==> src/rtl/weight_loader_if.sv <==
// Stream-in / bank-write bundle for weight_loader: the weight word stream and the write port to the bank.
// Latency: none (wires only).
// Backpressure: in_ready is driven by the loader; the bank side has no flow control.
//
// Signals:
//   in_valid, in_data  : weight word stream (producer -> loader)
//   in_ready           : loader accepts the word this cycle
//   write_enable       : one-cycle write strobe to the bank
//   layer, node        : bank address of the word being written
//   data_out           : word being written
interface weight_loader_if #(
    parameter int LAYER_SIZE  = 4,
    parameter int LAYER_DEPTH = 4,
    parameter int BIT_SIZE    = 16
);
    localparam int NW = $clog2(LAYER_SIZE);
    localparam int LW = $clog2(LAYER_DEPTH);

    logic                in_valid;
    logic                in_ready;
    logic [BIT_SIZE-1:0] in_data;
    logic                write_enable;
    logic [LW-1:0]       layer;
    logic [NW-1:0]       node;
    logic [BIT_SIZE-1:0] data_out;

    // The loader side.
    modport slave (
        input  in_valid,
        input  in_data,
        output in_ready,
        output write_enable,
        output layer,
        output node,
        output data_out
    );

    // The producer/bank side.
    modport master (
        output in_valid,
        output in_data,
        input  in_ready,
        input  write_enable,
        input  layer,
        input  node,
        input  data_out
    );
endinterface

==> src/rtl/weight_loader.sv <==
// Feeds a weight stream into the per-node weight bank, node-fastest then layer, LAYER_SIZE*LAYER_DEPTH words per load.
// Latency: 1 cycle from stream acceptance to write strobe; done pulses together with the last strobe.
// Backpressure: in_ready is high only in LOAD with abort low; one word per cycle sustained, no bubbles.
//
// Ports:
//   clk, rst_n   : clock (rising edge), asynchronous active-low reset
//   start, abort : start a load (sampled in IDLE only), synchronous cancel
//   busy, done   : high while loading, one-cycle pulse with the final write
//   bus          : weight_loader_if.slave (stream in, bank write out)
//   checksum     : running sum of accepted words, present only with WEIGHT_LOADER_CHECKSUM_EN
// Optional feature macro: WEIGHT_LOADER_CHECKSUM_EN
module weight_loader #(
    parameter int LAYER_SIZE  = 4,
    parameter int LAYER_DEPTH = 4,
    parameter int BIT_SIZE    = 16
) (
    input  logic                clk,
    input  logic                rst_n,
    input  logic                start,
    input  logic                abort,
    output logic                busy,
    output logic                done,
`ifdef WEIGHT_LOADER_CHECKSUM_EN
    output logic [BIT_SIZE-1:0] checksum,
`endif
    weight_loader_if.slave      bus
);
    localparam int NW = $clog2(LAYER_SIZE);
    localparam int LW = $clog2(LAYER_DEPTH);
    localparam logic [NW-1:0] NODE_LAST  = NW'(LAYER_SIZE - 1);
    localparam logic [LW-1:0] LAYER_LAST = LW'(LAYER_DEPTH - 1);

    typedef enum logic [1:0] {
        S_IDLE,
        S_LOAD,
        S_DONE
    } state_t;

    state_t              state_q;
    logic [NW-1:0]       node_cnt_q,  node_cnt_d;
    logic [LW-1:0]       layer_cnt_q, layer_cnt_d;
    logic                last_word;
    logic                accept;
    logic                we_q;
    logic                done_q;
    logic [NW-1:0]       node_q;
    logic [LW-1:0]       layer_q;
    logic [BIT_SIZE-1:0] data_q;
`ifdef WEIGHT_LOADER_CHECKSUM_EN
    logic [BIT_SIZE-1:0] checksum_q;
`endif

    assign bus.in_ready = (state_q == S_LOAD) && !abort;
    assign accept       = bus.in_valid && bus.in_ready;

    // Explicit wrap at LAYER_SIZE-1 keeps addressing correct for non-power-of-2 sizes.
    always_comb begin
        last_word   = (node_cnt_q == NODE_LAST) && (layer_cnt_q == LAYER_LAST);
        node_cnt_d  = node_cnt_q + 1'b1;
        layer_cnt_d = layer_cnt_q;
        if (node_cnt_q == NODE_LAST) begin
            node_cnt_d  = '0;
            layer_cnt_d = layer_cnt_q + 1'b1;
        end
        if (last_word) begin
            layer_cnt_d = '0;
        end
    end

    always_ff @(posedge clk or negedge rst_n) begin
        if (!rst_n) begin
            state_q     <= S_IDLE;
            node_cnt_q  <= '0;
            layer_cnt_q <= '0;
            we_q        <= 1'b0;
            done_q      <= 1'b0;
            node_q      <= '0;
            layer_q     <= '0;
            data_q      <= '0;
`ifdef WEIGHT_LOADER_CHECKSUM_EN
            checksum_q  <= '0;
`endif
        end else begin
            we_q   <= 1'b0;
            done_q <= 1'b0;
            case (state_q)
                S_IDLE: begin
                    // abort outranks start
                    if (start && !abort) begin
                        state_q     <= S_LOAD;
                        node_cnt_q  <= '0;
                        layer_cnt_q <= '0;
`ifdef WEIGHT_LOADER_CHECKSUM_EN
                        checksum_q  <= '0;
`endif
                    end
                end
                S_LOAD: begin
                    if (abort) begin
                        state_q     <= S_IDLE;
                        node_cnt_q  <= '0;
                        layer_cnt_q <= '0;
                    end else if (accept) begin
                        we_q        <= 1'b1;
                        node_q      <= node_cnt_q;
                        layer_q     <= layer_cnt_q;
                        data_q      <= bus.in_data;
                        node_cnt_q  <= node_cnt_d;
                        layer_cnt_q <= layer_cnt_d;
`ifdef WEIGHT_LOADER_CHECKSUM_EN
                        checksum_q  <= checksum_q + bus.in_data;
`endif
                        // done rides alongside the final write strobe
                        if (last_word) begin
                            state_q <= S_DONE;
                            done_q  <= 1'b1;
                        end
                    end
                end
                S_DONE: begin
                    state_q <= S_IDLE;
                end
                default: begin
                    state_q <= S_IDLE;
                end
            endcase
        end
    end

    assign busy             = (state_q == S_LOAD);
    assign done             = done_q;
    assign bus.write_enable = we_q;
    assign bus.node         = node_q;
    assign bus.layer        = layer_q;
    assign bus.data_out     = data_q;
`ifdef WEIGHT_LOADER_CHECKSUM_EN
    assign checksum         = checksum_q;
`endif

endmodule

==> src/flat_wrapper.sv <==
// flat-port wrapper written by rule: the top's interface ports become plain ports
module weight_loader_flat 
#(
    parameter int LAYER_SIZE  = 4,
    parameter int LAYER_DEPTH = 4,
    parameter int BIT_SIZE    = 16
)
  (clk, rst_n, start, abort, busy, done, bus_in_valid, bus_in_data, bus_in_ready, bus_write_enable, bus_layer, bus_node, bus_data_out);
  weight_loader_if #(.LAYER_SIZE(LAYER_SIZE), .LAYER_DEPTH(LAYER_DEPTH), .BIT_SIZE(BIT_SIZE)) bus_i ();
  input  logic clk;
  input  logic rst_n;
  input  logic start;
  input  logic abort;
  output logic busy;
  output logic done;
  input wire logic [$bits(bus_i.in_valid)-1:0] bus_in_valid;
  input wire logic [$bits(bus_i.in_data)-1:0] bus_in_data;
  output wire logic [$bits(bus_i.in_ready)-1:0] bus_in_ready;
  output wire logic [$bits(bus_i.write_enable)-1:0] bus_write_enable;
  output wire logic [$bits(bus_i.layer)-1:0] bus_layer;
  output wire logic [$bits(bus_i.node)-1:0] bus_node;
  output wire logic [$bits(bus_i.data_out)-1:0] bus_data_out;
  assign bus_i.in_valid = bus_in_valid;
  assign bus_i.in_data = bus_in_data;
  assign bus_in_ready = bus_i.in_ready;
  assign bus_write_enable = bus_i.write_enable;
  assign bus_layer = bus_i.layer;
  assign bus_node = bus_i.node;
  assign bus_data_out = bus_i.data_out;
  weight_loader #(.LAYER_SIZE(LAYER_SIZE), .LAYER_DEPTH(LAYER_DEPTH), .BIT_SIZE(BIT_SIZE)) u_core (.clk(clk), .rst_n(rst_n), .start(start), .abort(abort), .busy(busy), .done(done), .bus(bus_i));
endmodule
==> config.mk <==
export PLATFORM = sky130hd
export DESIGN_NAME = weight_loader_flat
export DESIGN_NICKNAME = d
export VERILOG_FILES = /design/src/rtl/weight_loader_if.sv /design/src/rtl/weight_loader.sv /design/src/flat_wrapper.sv
export SDC_FILE = /design/constraint.sdc
export NUM_CORES = 1
export LEC_CHECK = 0
export ABC_AREA = 0
export BUFFER_PORTS_ARGS = -buffer_cell sky130_fd_sc_hd__buf_2
export CAP_MARGIN = 10
export CORE_UTILIZATION = 45
export CTS_CLUSTER_DIAMETER = 30
export DETAILED_ROUTE_END_ITERATION = 16
export PLACE_DENSITY_LB_ADDON = 0.08
export SYNTH_ARGS = -nofsm -noshare
export SYNTH_HDL_FRONTEND = slang
export SYNTH_SLANG_ARGS = --single-unit
==> constraint.sdc <==
create_clock -name clk -period 1.7 [get_ports clk]
set_input_delay 0 -clock clk [delete_from_list [all_inputs] [get_ports clk]]
set_output_delay 0 -clock clk [all_outputs]
set_load 0.01 [all_outputs]
# After elaboration in Yosys (flattened, before gate mapping)
# Cells that the tools add are included.
# totals
input_bits	21
output_inout_bits	24
ff_bits	28
# classes
n_addsub	2
reduce_logical	11
mux	22
n_eq_ne	7
n_bitwise	1
# op_table
op	n
two-way mux 2 bit	12
one-hot mux 2 bit (2 select lines)	3
AND reduction 3 bit	3
two-way mux 1 bit	7
inequality test 3 x 2 -> 1 bit, second input constant	2
adder 2 x 1 -> 2 bit, second input constant	2
equality test 2 bit, second input constant	2
logical AND 1 bit	4
inequality test 4 x 2 -> 1 bit, second input constant	1
AND reduction 4 bit	1
equality test 2 x 1 -> 1 bit, second input constant	1
logical NOT 2 bit	1
inequality test 2 x 1 -> 1 bit, second input constant	1
nonzero test 2 bit	1
logical NOT 1 bit	1
inverter 1 bit	1

# Longest topological paths before layout
# logic_depth
depth_word	6
depth_mapped	5

# Worst setup path before layout
# OpenSTA, ideal clock, no wires.
# synth_path
path_type	flip-flop to flip-flop
startpoint	reg u_core.state_q[1]
endpoint	reg u_core.data_q[0], in the netlist u_core.bus.data_out[0]
slack_ns	0.152
n_path_buf	2
period_less_slack_ns	1.548
arrival_time_ns	1.423
stages_incl_launch_ff	6
required_ns	1.575
path_cell_list	dfrtp_1 > nor3b_4 > and2_4 > buf_12 > buf_12 > mux2_4
# synth_between
elab_chain_cells	4
# synth_lines
element	line	text
start: declaration	weight_loader.sv:39	state_t state_q;
start signal: assignment	weight_loader.sv:72	state_q <= S_IDLE;
start signal: assignment	weight_loader.sv:90	state_q <= S_LOAD;
start signal: assignment	weight_loader.sv:100	state_q <= S_IDLE;
equality test 2 x 1 -> 1 bit	weight_loader.sv:53	assign bus.in_ready = (state_q == S_LOAD) && !abort;
logical AND 1 bit	weight_loader.sv:53	
via bus_in_ready	flat_wrapper.sv:18	output wire logic [$bits(bus_i.in_ready)-1:0] bus_in_ready;
logical AND 1 bit	weight_loader.sv:54	assign accept = bus.in_valid && bus.in_ready;
AND reduction 3 bit (no line)	-	
end signal: assignment	weight_loader.sv:107	data_q <= bus.in_data;
end: declaration	weight_loader.sv:48	logic [BIT_SIZE-1:0] data_q;
# The timed path passes the listed nets, and every way through them passes these cells.
# A chain may end at the register's enable or synchronous reset.

# Final worst setup path
# layout_path
startpoint	reg u_core.node_cnt_q[0]
endpoint	reg u_core.state_q[0]
# layout_between
elab_chain_cells	4
# layout_lines
element	line	text
start: declaration	weight_loader.sv:40	logic [NW-1:0] node_cnt_q, node_cnt_d;
start signal: assignment	weight_loader.sv:108	node_cnt_q <= node_cnt_d;
equality test 2 bit	weight_loader.sv:58	last_word = (node_cnt_q == NODE_LAST) && (layer_cnt_q == LAYER_LAST);
logical AND 1 bit	weight_loader.sv:58	
inequality test 3 x 2 -> 1 bit (no line)	-	
AND reduction 3 bit (no line)	-	
# Every way passes these cells.

==> results.md <==
- Buf/Inv on CP: 1
- Layout cells sized above 1: 0.510
- Run status: complete, no violations
- Wirelength, routed: between 2000 and 2500 um
- Syn Inst Count: between 70 and 80
- Worst endpoint data arrival time: around 1900 ps
- Post-synthesis register bit count: 28
- Die width: roughly 54 um
- Final setup violation count: 0
- Complex-gate fraction of the synthesized area: 0.0404
- P_leak: 0.863 nW
- Final setup TNS: 0 ps
- Mux cell area share after synthesis: 0.227
- Critical setup path kind: reg -> reg
- Max VDD drop: 1160 uV
- Antenna cells: 0
- Final HPWL DP: roughly 1300 um
- Worst R2R Start: u_core.node_cnt_q[0]
- Number of synthesized flops with an enable pin: 0
- Critical Path Start Type: flop
- Cell taking the most area after synthesis: dfrtp_1
- Post-Synth Simple-Gate Area: 0.0829
- Hold Fails Final Rpt: 0
- Post-Route Utilization: 0.675
- CTS root buffer: clkbuf_4
- Initial antenna violation count: 0
- Synthesized area: ~1200 um2
- Total core area: about 2500 um2
- Crit path from: u_core.node_cnt_q[0]
- GR Util All Layers: 0.165
- Drt drc: 0
- R2R cell count: 5
- Synth Area in XOR/XNOR: 0
- HP Class: in -> reg
- Max_slew headroom: 0.601
- CP endpoint: u_core.state_q[0]
- CP Cell Sequence: ha_2, nand4_1, o21ai_0, nor3_1, dlygate4sd3_1
- H-tree Lvls: 1
- DIE HEIGHT: around 54 um
- Max Cap Viol: 0
- Most common cell in the synthesized netlist: dfrtp_1
- Clock sink count: 28
- Distinct cells, synth: 24
- I/O Pins: 45
- Total CTS buffers: 3
- Die area: around 2900 um2
- Placer Congestion: ~0.69
- TritonCTS clock tree: built
- CTS max path bufs: 2
- Post-synth top area share: 0.580
- Avg Cell Area, Syn: around 16 um2
- Worst r2r dst: u_core.state_q[0]
- Crit Path Max Fanout: 5
- Worst path depth: 5
- Adder-cell share of the synthesized area: 0.0207
- Worst Max-Slew Pin Slew: around 600 ps
- Largest net degree at the start of global routing: 29
- Vias in the first global route: ~770
- Post-Syn Nets: 98
- Rows: 18
- First-pass GRT wire length: 3280 um
- Synthesis Warnings: 0
- Fmax: slightly above 600 MHz
- Sequential share of the synthesized area: 0.580
- Kind of cell adding the most delay to the critical path: buffers and inverters
- Data required, critical path: approximately 2000 ps
- Pins over their slew limit: 0
- Final Cycle Share: 0.956
- Initial core utilization: 0.483
- Post-DR vias/cell: between 4 and 5
- Skew final: 12.9 ps
- Synth Flop Type: dfrtp_1
- PortBufs: 44
- R2R Setup Slk: between 70 and 80 ps
- WL/cell: between 10 and 15 um
- Layout Nets: about 170
- Largest family of logic cells by synthesized area: multiplexers
- CP max stage cell: dlygate4sd3_1
- Initial DRT Pass Iterations: 4
- Critical path's largest stage delay: approximately 570 ps
- ANT nets after route: 0
- Initial DRC Count: 9
- Main area contributors after synthesis: dfrtp_1 58%, mux2_4 12%, mux2_2 5.6%
- Ys async rst share: 1.00
- Clock latency on the worst-skew pair: between 300 and 400 ps
- Clock slew at reported path FFs: 130 ps
- Power Density: around 960 nW/um2
- Grt ovf: 0
- Crit end category: flop
- Most common library cells after synthesis: 28 x dfrtp_1, 10 x mux2_4, 6 x mux2_2
- Via count: 863
- # fillers: 199
- Area grow syn2layout: 39.8%
- Min Tclk post-route: about 1600 ps
## report_power, final
part | internal (mW) | switching [mW]
Clock | 0.239 | 0.193
Combinational | 0.223 | 0.154
Sequential | 0.766 | 0.0507
## flip-flops by register name, indices dropped and copies added (netlist names)
signal and cells:
u_core.bus.data_out 16, u_core.bus.layer 2, u_core.bus.node 2, u_core.layer_cnt_q 2, u_core.node_cnt_q 2, u_core.state_q 2
u_core.bus.write_enable 1, u_core.done 1
## worst min-delay path by stage
| stage | end | depth (start not counted) | slack (ps) | from |
|---|---|---|---|---|
| global placement | u_core.bus.data_out[4] | 1 | 40 | rst_n |
| detailed placement | u_core.bus.data_out[4] | 1 | 40 | rst_n |
| finish | u_core.bus.write_enable | 2 | 110 | bus_in_valid |
| global route | u_core.bus.write_enable | 2 | 90 | bus_in_valid |
| CTS | u_core.bus.write_enable | 2 | 100 | bus_in_valid |
| floorplan | u_core.bus.data_out[0] | 0 | -300 | rst_n |
## per-layer routing
metal  track usage  vias up  part of all wire
li1              -      404                 -
met1         0.175      418              0.42
met2         0.294       36              0.50
met3        0.0565        5             0.069
met4        0.0658        0             0.016
met5             0        -                 0
## layout by cell type (no fill, tap or decap), types with 3 or more instances in the layout
master         Yosys  routed
buf_2              0      44
clkbuf_4           0       3
mux2_2             6       6
buf_4              0       4
mux2_1             5       5
mux2_4            10      10
dlygate4sd3_1      0      19
dfrtp_1           28      28
## timing repair
| action | 4_1_cts | 5_1_grt |
|---|---|---|
| hold endpoints to repair | 45 | 0 |
| setup endpoints to repair | 0 | 1 |
| buffers inserted | 0 | 3 |
| gates resized for setup | 0 | 2 |
| hold buffers | 19 | 0 |
## area by class of cell
| cell class | instances | area, um2 | share of cell area |
|---|---|---|---|
| Timing Repair Buffer | 67 | 440 | 0.261 |
| Inverter | 1 | 3.75 | 0.00222 |
| Sequential cell | 28 | 701 | 0.415 |
| Clock inverter | 1 | 30.0 | 0.0178 |
| Tap cell | 30 | 37.5 | 0.0222 |
| Clock buffer | 3 | 22.5 | 0.0133 |
| Multi-Input combinational cell | 43 | 453 | 0.268 |
## worst register-to-register path, delay by kind of cell (launching register included)
family | cells | cell delay [ps]
compound gates | 1 | 80
buf+inv | 1 | 570
fa+ha+maj | 1 | 230
simple gates | 2 | 250
flops | 1 | 450
## through the flow
step	hold WS, ps	instance area [um2]	cells	power (mW)	worst slack (ps)
floorplan	-296	1210	75	1.02	152
global placement	40.9	1420	147	1.16	144
detailed placement	42.2	1420	147	1.17	87.7
CTS	99.9	1660	170	1.63	74.4
global route	88.0	1690	173	1.71	-8.75
finish	114	1690	173	1.63	74.4
## kinds of logic after synthesis
kind of cell,Yosys count
buffers and inverters,4
AND/OR/NAND/NOR,14
adder cells (fa/ha/maj),2
multiplexers,21
flip-flops,28
AO/OA/AOI/OAI,6
(Power assumes the default switching activity.)
